`src/rtl/piano_pkg.sv`:
```
// Shared types and defaults for the piano key front end.
package piano_pkg;

  localparam int NOTE_CODE_W       = 4;
  localparam int DEFAULT_IDLE_CODE = 15;

  typedef logic [NOTE_CODE_W-1:0] noteCode_t;

  typedef enum logic {
    IDLE = 1'b0,
    HELD = 1'b1
  } keyState_e;

endpackage

```
`src/rtl/key_debounce.sv`:
```
// Two-flop synchroniser plus whole-vector debounce: a new key pattern is
// accepted only after the synchronised vector has held still long enough.
module key_debounce #(
  parameter int N               = 7,
  parameter int DEBOUNCE_CYCLES = 20
) (
  input  logic         clk,
  input  logic         rst,
  input  logic [N-1:0] key_i,
  output logic [N-1:0] stable_o
);

  localparam int               CNT_W   = $clog2(DEBOUNCE_CYCLES);
  localparam logic [CNT_W-1:0] CNT_MAX = CNT_W'(DEBOUNCE_CYCLES - 1);

  logic [N-1:0]     syncOne_q;
  logic [N-1:0]     syncTwo_q;
  logic [N-1:0]     cand_q;
  logic [N-1:0]     cand_d;
  logic [N-1:0]     stable_q;
  logic [N-1:0]     stable_d;
  logic [CNT_W-1:0] cnt_q;
  logic [CNT_W-1:0] cnt_d;

  // Any movement of the synchronised vector restarts the count; once the count saturates the candidate becomes the accepted pattern.
  always_comb begin
    cand_d   = cand_q;
    cnt_d    = cnt_q;
    stable_d = stable_q;
    if (syncTwo_q != cand_q) begin
      cand_d = syncTwo_q;
      cnt_d  = '0;
    end else if (cnt_q == CNT_MAX) begin
      stable_d = cand_q;
    end else begin
      cnt_d = cnt_q + 1'b1;
    end
  end

  // Synchroniser and debounce registers, all cleared by reset.
  always_ff @(posedge clk) begin
    if (rst) begin
      syncOne_q <= '0;
      syncTwo_q <= '0;
      cand_q    <= '0;
      cnt_q     <= '0;
      stable_q  <= '0;
    end else begin
      syncOne_q <= key_i;
      syncTwo_q <= syncOne_q;
      cand_q    <= cand_d;
      cnt_q     <= cnt_d;
      stable_q  <= stable_d;
    end
  end

  assign stable_o = stable_q;

endmodule

```
`src/rtl/key_note_encoder.sv`:
```
// Debounced key vector to note code encoder with press/release tracking
// and multi-key error reporting.
module key_note_encoder
  import piano_pkg::*;
#(
  parameter int N_KEYS          = 7,
  parameter int CODE_W          = NOTE_CODE_W,
  parameter int IDLE_CODE       = DEFAULT_IDLE_CODE,
  parameter int DEBOUNCE_CYCLES = 20,
  parameter int PRIORITY_MODE   = 0
) (
  input  logic              clk,
  input  logic              rst,
  input  logic [N_KEYS-1:0] key_in,
  output logic [CODE_W-1:0] code_out,
  output logic              key_down,
  output logic              press_pulse,
  output logic              release_pulse,
  output logic              multi_err
);

  localparam logic [CODE_W-1:0] IDLE_C = CODE_W'(IDLE_CODE);

  logic [N_KEYS-1:0] stableKeys;
  logic              encValid;
  logic [CODE_W-1:0] encCode;
  logic              encMulti;
  int                setCount;

  keyState_e         state_q;
  keyState_e         state_d;
  logic [CODE_W-1:0] code_q;
  logic [CODE_W-1:0] code_d;
  logic              press_q;
  logic              press_d;
  logic              release_q;
  logic              release_d;
  logic              multiErr_q;
  logic              multiErr_d;

  key_debounce #(
    .N               (N_KEYS),
    .DEBOUNCE_CYCLES (DEBOUNCE_CYCLES)
  ) uDebounce (
    .clk      (clk),
    .rst      (rst),
    .key_i    (key_in),
    .stable_o (stableKeys)
  );

  // Encode the accepted vector; scanning downwards leaves the lowest set key's code.
  always_comb begin
    encCode  = '0;
    setCount = 0;
    for (int i = N_KEYS - 1; i >= 0; i--) begin
      if (stableKeys[i]) begin
        encCode  = CODE_W'(i + 1);
        setCount = setCount + 1;
      end
    end
    encValid = 1'b0;
    encMulti = 1'b0;
    if (setCount == 1) begin
      encValid = 1'b1;
    end else if (setCount > 1) begin
      if (PRIORITY_MODE == 0) begin
        encMulti = 1'b1;
      end else begin
        encValid = 1'b1;
      end
    end
  end

  // Press/release tracking; a direct change of note while held fires both strobes together.
  always_comb begin
    state_d    = state_q;
    code_d     = code_q;
    press_d    = 1'b0;
    release_d  = 1'b0;
    multiErr_d = encMulti;
    case (state_q)
      IDLE: begin
        if (encValid) begin
          code_d  = encCode;
          press_d = 1'b1;
          state_d = HELD;
        end else begin
          code_d = IDLE_C;
        end
      end
      HELD: begin
        if (encValid) begin
          if (encCode != code_q) begin
            code_d    = encCode;
            press_d   = 1'b1;
            release_d = 1'b1;
          end
        end else begin
          code_d    = IDLE_C;
          release_d = 1'b1;
          state_d   = IDLE;
        end
      end
      default: begin
        code_d  = IDLE_C;
        state_d = IDLE;
      end
    endcase
  end

  // Output and state registers; reset drops any held note silently.
  always_ff @(posedge clk) begin
    if (rst) begin
      state_q    <= IDLE;
      code_q     <= IDLE_C;
      press_q    <= 1'b0;
      release_q  <= 1'b0;
      multiErr_q <= 1'b0;
    end else begin
      state_q    <= state_d;
      code_q     <= code_d;
      press_q    <= press_d;
      release_q  <= release_d;
      multiErr_q <= multiErr_d;
    end
  end

  assign code_out      = code_q;
  assign key_down      = (state_q == HELD);
  assign press_pulse   = press_q;
  assign release_pulse = release_q;
  assign multi_err     = multiErr_q;

endmodule

```
`config.mk`:
```
export PLATFORM = sky130hd
export DESIGN_NAME = key_note_encoder
export DESIGN_NICKNAME = d
export VERILOG_FILES = /design/src/rtl/piano_pkg.sv /design/src/rtl/key_debounce.sv /design/src/rtl/key_note_encoder.sv
export SDC_FILE = /design/constraint.sdc
export NUM_CORES = 1
export LEC_CHECK = 0
export ABC_AREA = 1
export BUFFER_PORTS_ARGS = -buffer_cell sky130_fd_sc_hd__buf_4
export CORE_AREA = 5 5 61 63
export CTS_BUF_LIST = sky130_fd_sc_hd__clkbuf_8
export CTS_CLUSTER_DIAMETER = 60
export CTS_CLUSTER_SIZE = 30
export DETAILED_ROUTE_END_ITERATION = 10
export DIE_AREA = 0 0 66 68
export PLACE_DENSITY = 0.88
export SETUP_SLACK_MARGIN = 0.5
export SLEW_MARGIN = 20
export SYNTH_ARGS = -nofsm -noshare
export SYNTH_HDL_FRONTEND = slang
export SYNTH_SLANG_ARGS = --single-unit
```
`constraint.sdc`:
```
create_clock -name clk -period 7.7 [get_ports clk]
set_clock_uncertainty 0.2 [all_clocks]
set_input_delay 1.155 -clock clk [delete_from_list [all_inputs] [get_ports clk]]
set_output_delay 1.155 -clock clk [all_outputs]
set_load 0.05 [all_outputs]
```
# After elaboration in Yosys (flattened, before gate mapping)
# Cells that the tools add are included.
op_classes:
  add_sub_neg: 7
  order_cmp: 1
  n_eq_ne: 5
  n_mux: 25
  bitwise_logic: 2
  n_reduce_logical: 4
op_table:
  columns: ["operator", "n"]
  rows:
  - ["adder 32 x 2 -> 32 bit, second input constant", 6]
  - ["two-way mux 32 bit", 6]
  - ["== test 32 x 2 -> 1 bit, second input constant", 1]
  - ["greater-than comparator 32 x 2 -> 1 bit, second input constant", 1]
  - ["two-way mux 4 bit", 8]
  - ["case mux 4 bit (2 select lines)", 1]
  - ["two-way mux 1 bit", 7]
  - ["inequality test 7 bit", 1]
  - ["two-way mux 3 bit", 2]
  - ["OR reduction 2 bit", 3]
  - ["adder 5 x 1 -> 5 bit, second input constant", 1]
  - ["== test 5 bit, second input constant", 1]
  - ["inequality test 4 bit", 1]
  - ["inequality test 3 x 2 -> 1 bit, second input constant", 1]
  - ["inverter 1 bit", 2]
  - ["case mux 1 bit (2 select lines)", 1]
  - ["AND reduction 2 bit", 1]
totals:
  register_bits: 41
  in_bits: 9
  out_inout_bits: 8
  wordCells: 54

# Depth between registers and ports, before layout
depth:
  ltp_word: 17
  ltp_mapped: 24

# By module
# Synthesis repeated with hierarchy kept, for this count alone.
unflattened:
  cells_unflattened: 297
  area_unflattened_um2: 2068.2
by_module_without_submodules:
  columns: ["module", "n_inst", "cells_each", "area_each_um2"]
  rows:
  - ["key_debounce", 1, 160, 1232.4]
  - ["key_note_encoder", 1, 137, 835.8]

# Least setup slack after synthesis
# OpenSTA, ideal clock, no wires.
synth_path:
  kind: "reg2reg"
  start: "register uDebounce.stable_q[5], in the netlist uDebounce.stable_o[5]"
  end: "register code_q[2], in the netlist code_out[2]"
  setup_ns: 0.123
  arrival_ns: 3.246
  required_time_ns: 7.377
  setup_slack_ns: 4.131
  stages_incl_launch_ff: 23
  path_buffers: 0
  period_less_slack_ns: 3.569
  path_cell_list: "dfxtp_1 -> inv_1 -> ha_1 -> inv_1 -> nand2_2 -> nand2_1 -> nand2_2 -> nand2_2 -> inv_1 -> ha_1 -> or2_2 -> a21boi_1 -> ha_1 -> nand2_1 -> nand2_1 -> ha_1 -> or2_2 -> nand2_1 -> nand2_1 -> nor2_4 -> nand2_1 -> nor2_1 -> nand2_1"
synth_between:
  elab_chain_len: 15
  elab_cells_between_ends: 25
  cone_classes: "add/sub (5); eq/ne (3); mux (17)"
synth_rtl:
  columns: ["item", "line", "rtl"]
  rows:
  - ["start: declaration", "key_debounce.sv:20", "logic [N-1:0] stable_q;"]
  - ["start signal: assignment", "key_debounce.sv:53", "stable_q <= stable_d;"]
  - ["two-way mux 32 bit", "key_note_encoder.sv:56", "if (stableKeys[i]) begin"]
  - ["adder 32 x 2 -> 32 bit", "key_note_encoder.sv:58", "setCount = setCount + 1;"]
  - ["two-way mux 32 bit", "key_note_encoder.sv:56", null]
  - ["adder 32 x 2 -> 32 bit", "key_note_encoder.sv:58", null]
  - ["two-way mux 32 bit", "key_note_encoder.sv:56", null]
  - ["adder 32 x 2 -> 32 bit", "key_note_encoder.sv:58", null]
  - ["two-way mux 32 bit", "key_note_encoder.sv:56", null]
  - ["adder 32 x 2 -> 32 bit", "key_note_encoder.sv:58", null]
  - ["two-way mux 32 bit", "key_note_encoder.sv:56", null]
  - ["adder 32 x 2 -> 32 bit", "key_note_encoder.sv:58", null]
  - ["two-way mux 32 bit", "key_note_encoder.sv:56", null]
  - ["== test 32 x 2 -> 1 bit", "key_note_encoder.sv:63", "if (setCount == 1) begin"]
  - ["two-way mux 1 bit", "key_note_encoder.sv:63", null]
  - ["two-way mux 4 bit (on tied branches)", "key_note_encoder.sv:92, key_note_encoder.sv:83", null]
  - ["case mux 4 bit (2 select lines)", "key_note_encoder.sv:81", "case (state_q)"]
  - ["end signal: assignment", "key_note_encoder.sv:121", "code_q <= code_d;"]
  - ["end: declaration", "key_note_encoder.sv:32", "logic [CODE_W-1:0] code_q;"]
# Several ways; a longest one is shown, not always the timed one. The select of a mux whose other input is x is not followed.
# A chain may end at the register's enable or synchronous reset.

# Worst setup path after layout
layout_path:
  start: "register uDebounce.stable_q[6], in the netlist uDebounce.stable_o[6]"
  end: "register code_q[2], in the netlist code_out[2]"
layout_between:
  elab_chain_len: 17
  elab_cells_between_ends: 28
  cone_classes: "add/sub (6); eq/ne (3); mux (19)"
layout_rtl:
  columns: ["item", "line"]
  rows:
  - ["two-way mux 1 bit", "key_note_encoder.sv:56"]
  - ["adder 32 x 2 -> 32 bit", "key_note_encoder.sv:58"]
  - ["two-way mux 32 bit", "key_note_encoder.sv:56"]
  - ["adder 32 x 2 -> 32 bit", "key_note_encoder.sv:58"]
  - ["two-way mux 32 bit", "key_note_encoder.sv:56"]
  - ["adder 32 x 2 -> 32 bit", "key_note_encoder.sv:58"]
  - ["two-way mux 32 bit", "key_note_encoder.sv:56"]
  - ["adder 32 x 2 -> 32 bit", "key_note_encoder.sv:58"]
  - ["two-way mux 32 bit", "key_note_encoder.sv:56"]
  - ["adder 32 x 2 -> 32 bit", "key_note_encoder.sv:58"]
  - ["two-way mux 32 bit", "key_note_encoder.sv:56"]
  - ["adder 32 x 2 -> 32 bit", "key_note_encoder.sv:58"]
  - ["two-way mux 32 bit", "key_note_encoder.sv:56"]
  - ["== test 32 x 2 -> 1 bit", "key_note_encoder.sv:63"]
  - ["two-way mux 1 bit", "key_note_encoder.sv:63"]
  - ["two-way mux 4 bit (on tied branches)", "key_note_encoder.sv:92, key_note_encoder.sv:83"]
  - ["case mux 4 bit (2 select lines)", "key_note_encoder.sv:81"]
# Several ways; a longest one is shown, not always the timed one. The select of a mux whose other input is x is not followed.

==> impl_summary.md <==
Synth
In this run the cell area of the synthesized design comes to between 1500 and 2000 um^2. The most frequently used flop master after synthesis is dfxtp_1. The fraction of registers with async set or reset after synthesis is 0%. The fraction of post-synthesis cell area in the top cell type by area is roughly 43%. Synthesis produced a netlist with a net count of ~280. The instance count of the mapped netlist is 263. In the post-synthesis netlist, the biggest area contributors are dfxtp_1, inv_1, nand2_1. The number of unique standard cell types used by synthesis is 25. Sequential elements use a little over two fifths of the synthesized area.

The commonest cells after synthesis are inv_1, nand2_1, dfxtp_1, nor2_1, nand3_1. The largest area contributor in the synthesized netlist is dfxtp_1. The synthesis-stage register bit count is approximately 40. The most common cell in the synthesized netlist is inv_1. The synthesized area per cell is between 7 and 8 um^2. The count of warnings emitted by yosys is 0.

The count of flip-flops with a built-in enable after synthesis is 0.

Clock tree
The clock sink count is 41. The number of clock buffers added by TritonCTS is 5. The clock insertion delay at the later pin of the skew report is roughly 0.29 ns.

In this run the clock root is driven by a clkbuf_8. Post-CTS repair changed the size of 0 cells. The maximum count of clock buffers along a single path is 2. The CTS H-tree depth is 2. The post-CTS setup buffer count is 0.

TritonCTS built the clock tree. The number of hold buffers added after cts is 0. Clock-pin slew was measured on the worst setup and hold paths at roughly 0.08 ns.

Placed design
At the end of routability-driven placement, the weighted congestion stood at between 0.8 and 0.9. In this run the tool buffered the top-level ports with 16 buffer cells. Summed over all nets, the half-perimeter wirelength after detailed placement is about 2600 um.

Power and ir drop
The switching power total is 0.0841 mW. Sequential cells burn a little over half of the power. Cell internal power was estimated by the tool at around 0.32 mW.

The switching share of total power is 20.8%. For this design the static power due to leakage is ~1.2 nW. The clock network fraction of total power is 41.9%.

The maximum vdd ir drop is 0.189 mV. The combinational group share of total power is between 3 and 4%. The power per cell area is approximately 190 nW/um^2. The overall power is about 0.4 mW.

Timing
Setup repair after global routing left no endpoint under its margin. In this run the tightest slew margin relative to its limit is a little over 70%. The final max-slew violation count came to 0. The hold violation total from the final report was 0. Dividing the final minimum period by the clock period gives roughly 50%. Based on the critical path, the design can be clocked at up to ~260 MHz.

Setup violations remaining at the end of the flow were counted as 0. The smallest clock period supported by the final layout is computed as a little under 4 ns. The actual transition at the worst max-transition pin is ~0.4 ns.

In the final timing run, aggregate negative setup slack is 0 ns.

GRT
The maximum number of pins on one net before global-route repair is 26. For this run the aggregate overflow at the end of global routing stands at 0. The global-route usage over all layers is about 18%.

The first global-routing pass estimated approximately 6000 um of wire. The number of global-route vias before repair is between 1500 and 2000. The initial antenna violation count is 0.

Worst setup path
On the worst path, the slowest cell contributes a delay of around 0.39 ns. Traced cell by cell, the critical path runs through inv_1 -> ha_1 -> inv_1 -> nand3_1 -> nand3_1 -> nand2_1 -> inv_1 -> ha_1 -> or2_2 -> a21boi_1 -> ha_1 -> nand2_1 -> nand2_1 -> ha_1 -> or2_2 -> nand2_1 -> nand2_1 -> nor2_4 -> nand2_1 -> nor2_1 -> nand2_1. The type of the worst setup path is reg -> reg. The endpoint type of the worst setup path is a flip-flop.

For the worst setup path, the data required time is ~7.7 ns. The dominant cell type by count on the critical path is nand2_1. The worst flop-to-flop path startpoint is uDebounce.stable_o[6]. The worst setup path startpoint is uDebounce.stable_o[6]. The biggest fanout along the worst timing path is 4.

The slowest stage cell on the critical path is dfxtp_1. At the worst endpoint, the arrival time is approximately 3.8 ns. The kind of launch point of the worst setup path is a flip-flop.

Routing
The routed layout has 1560 vias. The detailed-route wire length per cell is roughly 10 um. The number of antenna-violating nets in the routed design is 0. The number of design-rule violations left by the first detailed-router iteration is 57.

Summed over all layers, the routed wires come to ~3300 um. The number of DRC violations after detailed routing is 0. After detailed routing, the number of vias per cell comes to about 4.8. Before antenna repair, the detailed router went through 4 iterations.

Die
The core footprint is about 3200 um^2. The floorplan step set the die width to ~66 um. The die area is between 4000 and 5000 um^2.

The floorplan die height is 68 um. 17 I/O pins were placed. The initial cell density of the core is between 60% and 70%. The floorplan has 21 rows.

Run
Across the run, the number of max-cap violations was 0.

Final layout
The area added between synthesis and finish is 14.3%. Registers take 821 um^2. The final-layout fill cell count is 250. The post-route netlist has 14.2% of its cells at a drive strength greater than 1. The layout net count is approximately 300. The total inserted antenna cells is 0. Summing all multi-input logic gate instances after layout gives 883 um^2.

Hold path
The worst hold path class is reg -> reg. The worst hold path begins at uDebounce.syncOne_q[0].

Outcome
The run finished with clean final reports.
power by group through the flow:
stage          sequential (mW)  clock (mW)  combinational, mW
3_3_place_gp             0.224           0             0.0150
5_1_grt                  0.220       0.186             0.0180
2_1_floorplan            0.224           0             0.0109
4_1_cts                  0.220       0.174             0.0158
3_5_place_dp             0.225           0             0.0156
6_report                 0.220       0.170             0.0155
through the flow:
step           setup WS, ns  cells  hold slack, ns  area, um^2  util (%)
6_report               3.85    328           0.209        2190      68.8
5_1_grt                3.52    328           0.223        2190      68.8
4_1_cts                3.86    328           0.210        2190      68.8
3_5_place_dp           3.87    320           0.198        2070      65.2
3_3_place_gp           4.02    320           0.189        2070      65.2
2_1_floorplan          4.13    263           0.188        1910         -
cell usage in the layout, fill, tap and decap left out, drive strengths merged, types with 7 or more instances in the layout:
cell type	instances
nor2	38
nand2	55
o21ai	7
nand3	21
dfxtp	41
inv	51
a21oi	12
ha	9
xor2	8
buf	16
final timing paths:
| check | slack (ns) | depth (start not counted) | to |
|---|---|---|---|
| worst max-delay path | 3.85 | 21 | code_out[2] |
| worst min-delay path | 0.21 | 2 | uDebounce.syncTwo_q[0] |
| worst max register to register | 3.85 | 21 | code_out[2] |
| worst min register to register | 0.21 | 2 | uDebounce.syncTwo_q[0] |
area by class of cell:
class                      count  area share [%]
inverter                      51            8.75
multi-input combinational    166            40.4
timing repair buffer          16            5.49
clock buffer                   5            3.14
clock inverter                 3            2.12
sequential                    41            37.5
tap                           46            2.63
layer usage:
layer  GRT usage (%)  part of all wire (%)
met5               0                     0
met4            8.63                   1.5
met3            5.42                   3.7
met2            31.9                    51
met1            18.3                    44
cells by family after synthesis:
group | share of synthesized area, %
buffers and inverters | 11.0
AO/OA/AOI/OAI | 6.08
XOR/XNOR | 4.58
adder cells (fa/ha/maj) | 5.88
flip-flops | 42.9
AND/OR/NAND/NOR | 29.6
worst max-delay path: cells and delay by family, from the launching register on:
kind | cells | cell delay (ns)
compound gates | 1 | 0.14
fa+ha+maj | 4 | 1.20
buf+inv | 3 | 0.25
flops | 1 | 0.39
simple gates | 13 | 1.56
sequential cells by signal, summed over array words and instances (netlist names):
| name | flops |
|---|---|
| press_pulse | 1 |
| uDebounce.syncTwo_q | 7 |
| code_out | 4 |
| uDebounce.cand_q | 7 |
| uDebounce.stable_o | 7 |
| release_pulse | 1 |
| multi_err | 1 |
| key_down | 1 |
| uDebounce.cnt_q | 5 |
| uDebounce.syncOne_q | 7 |
(Power assumes the default switching activity.)
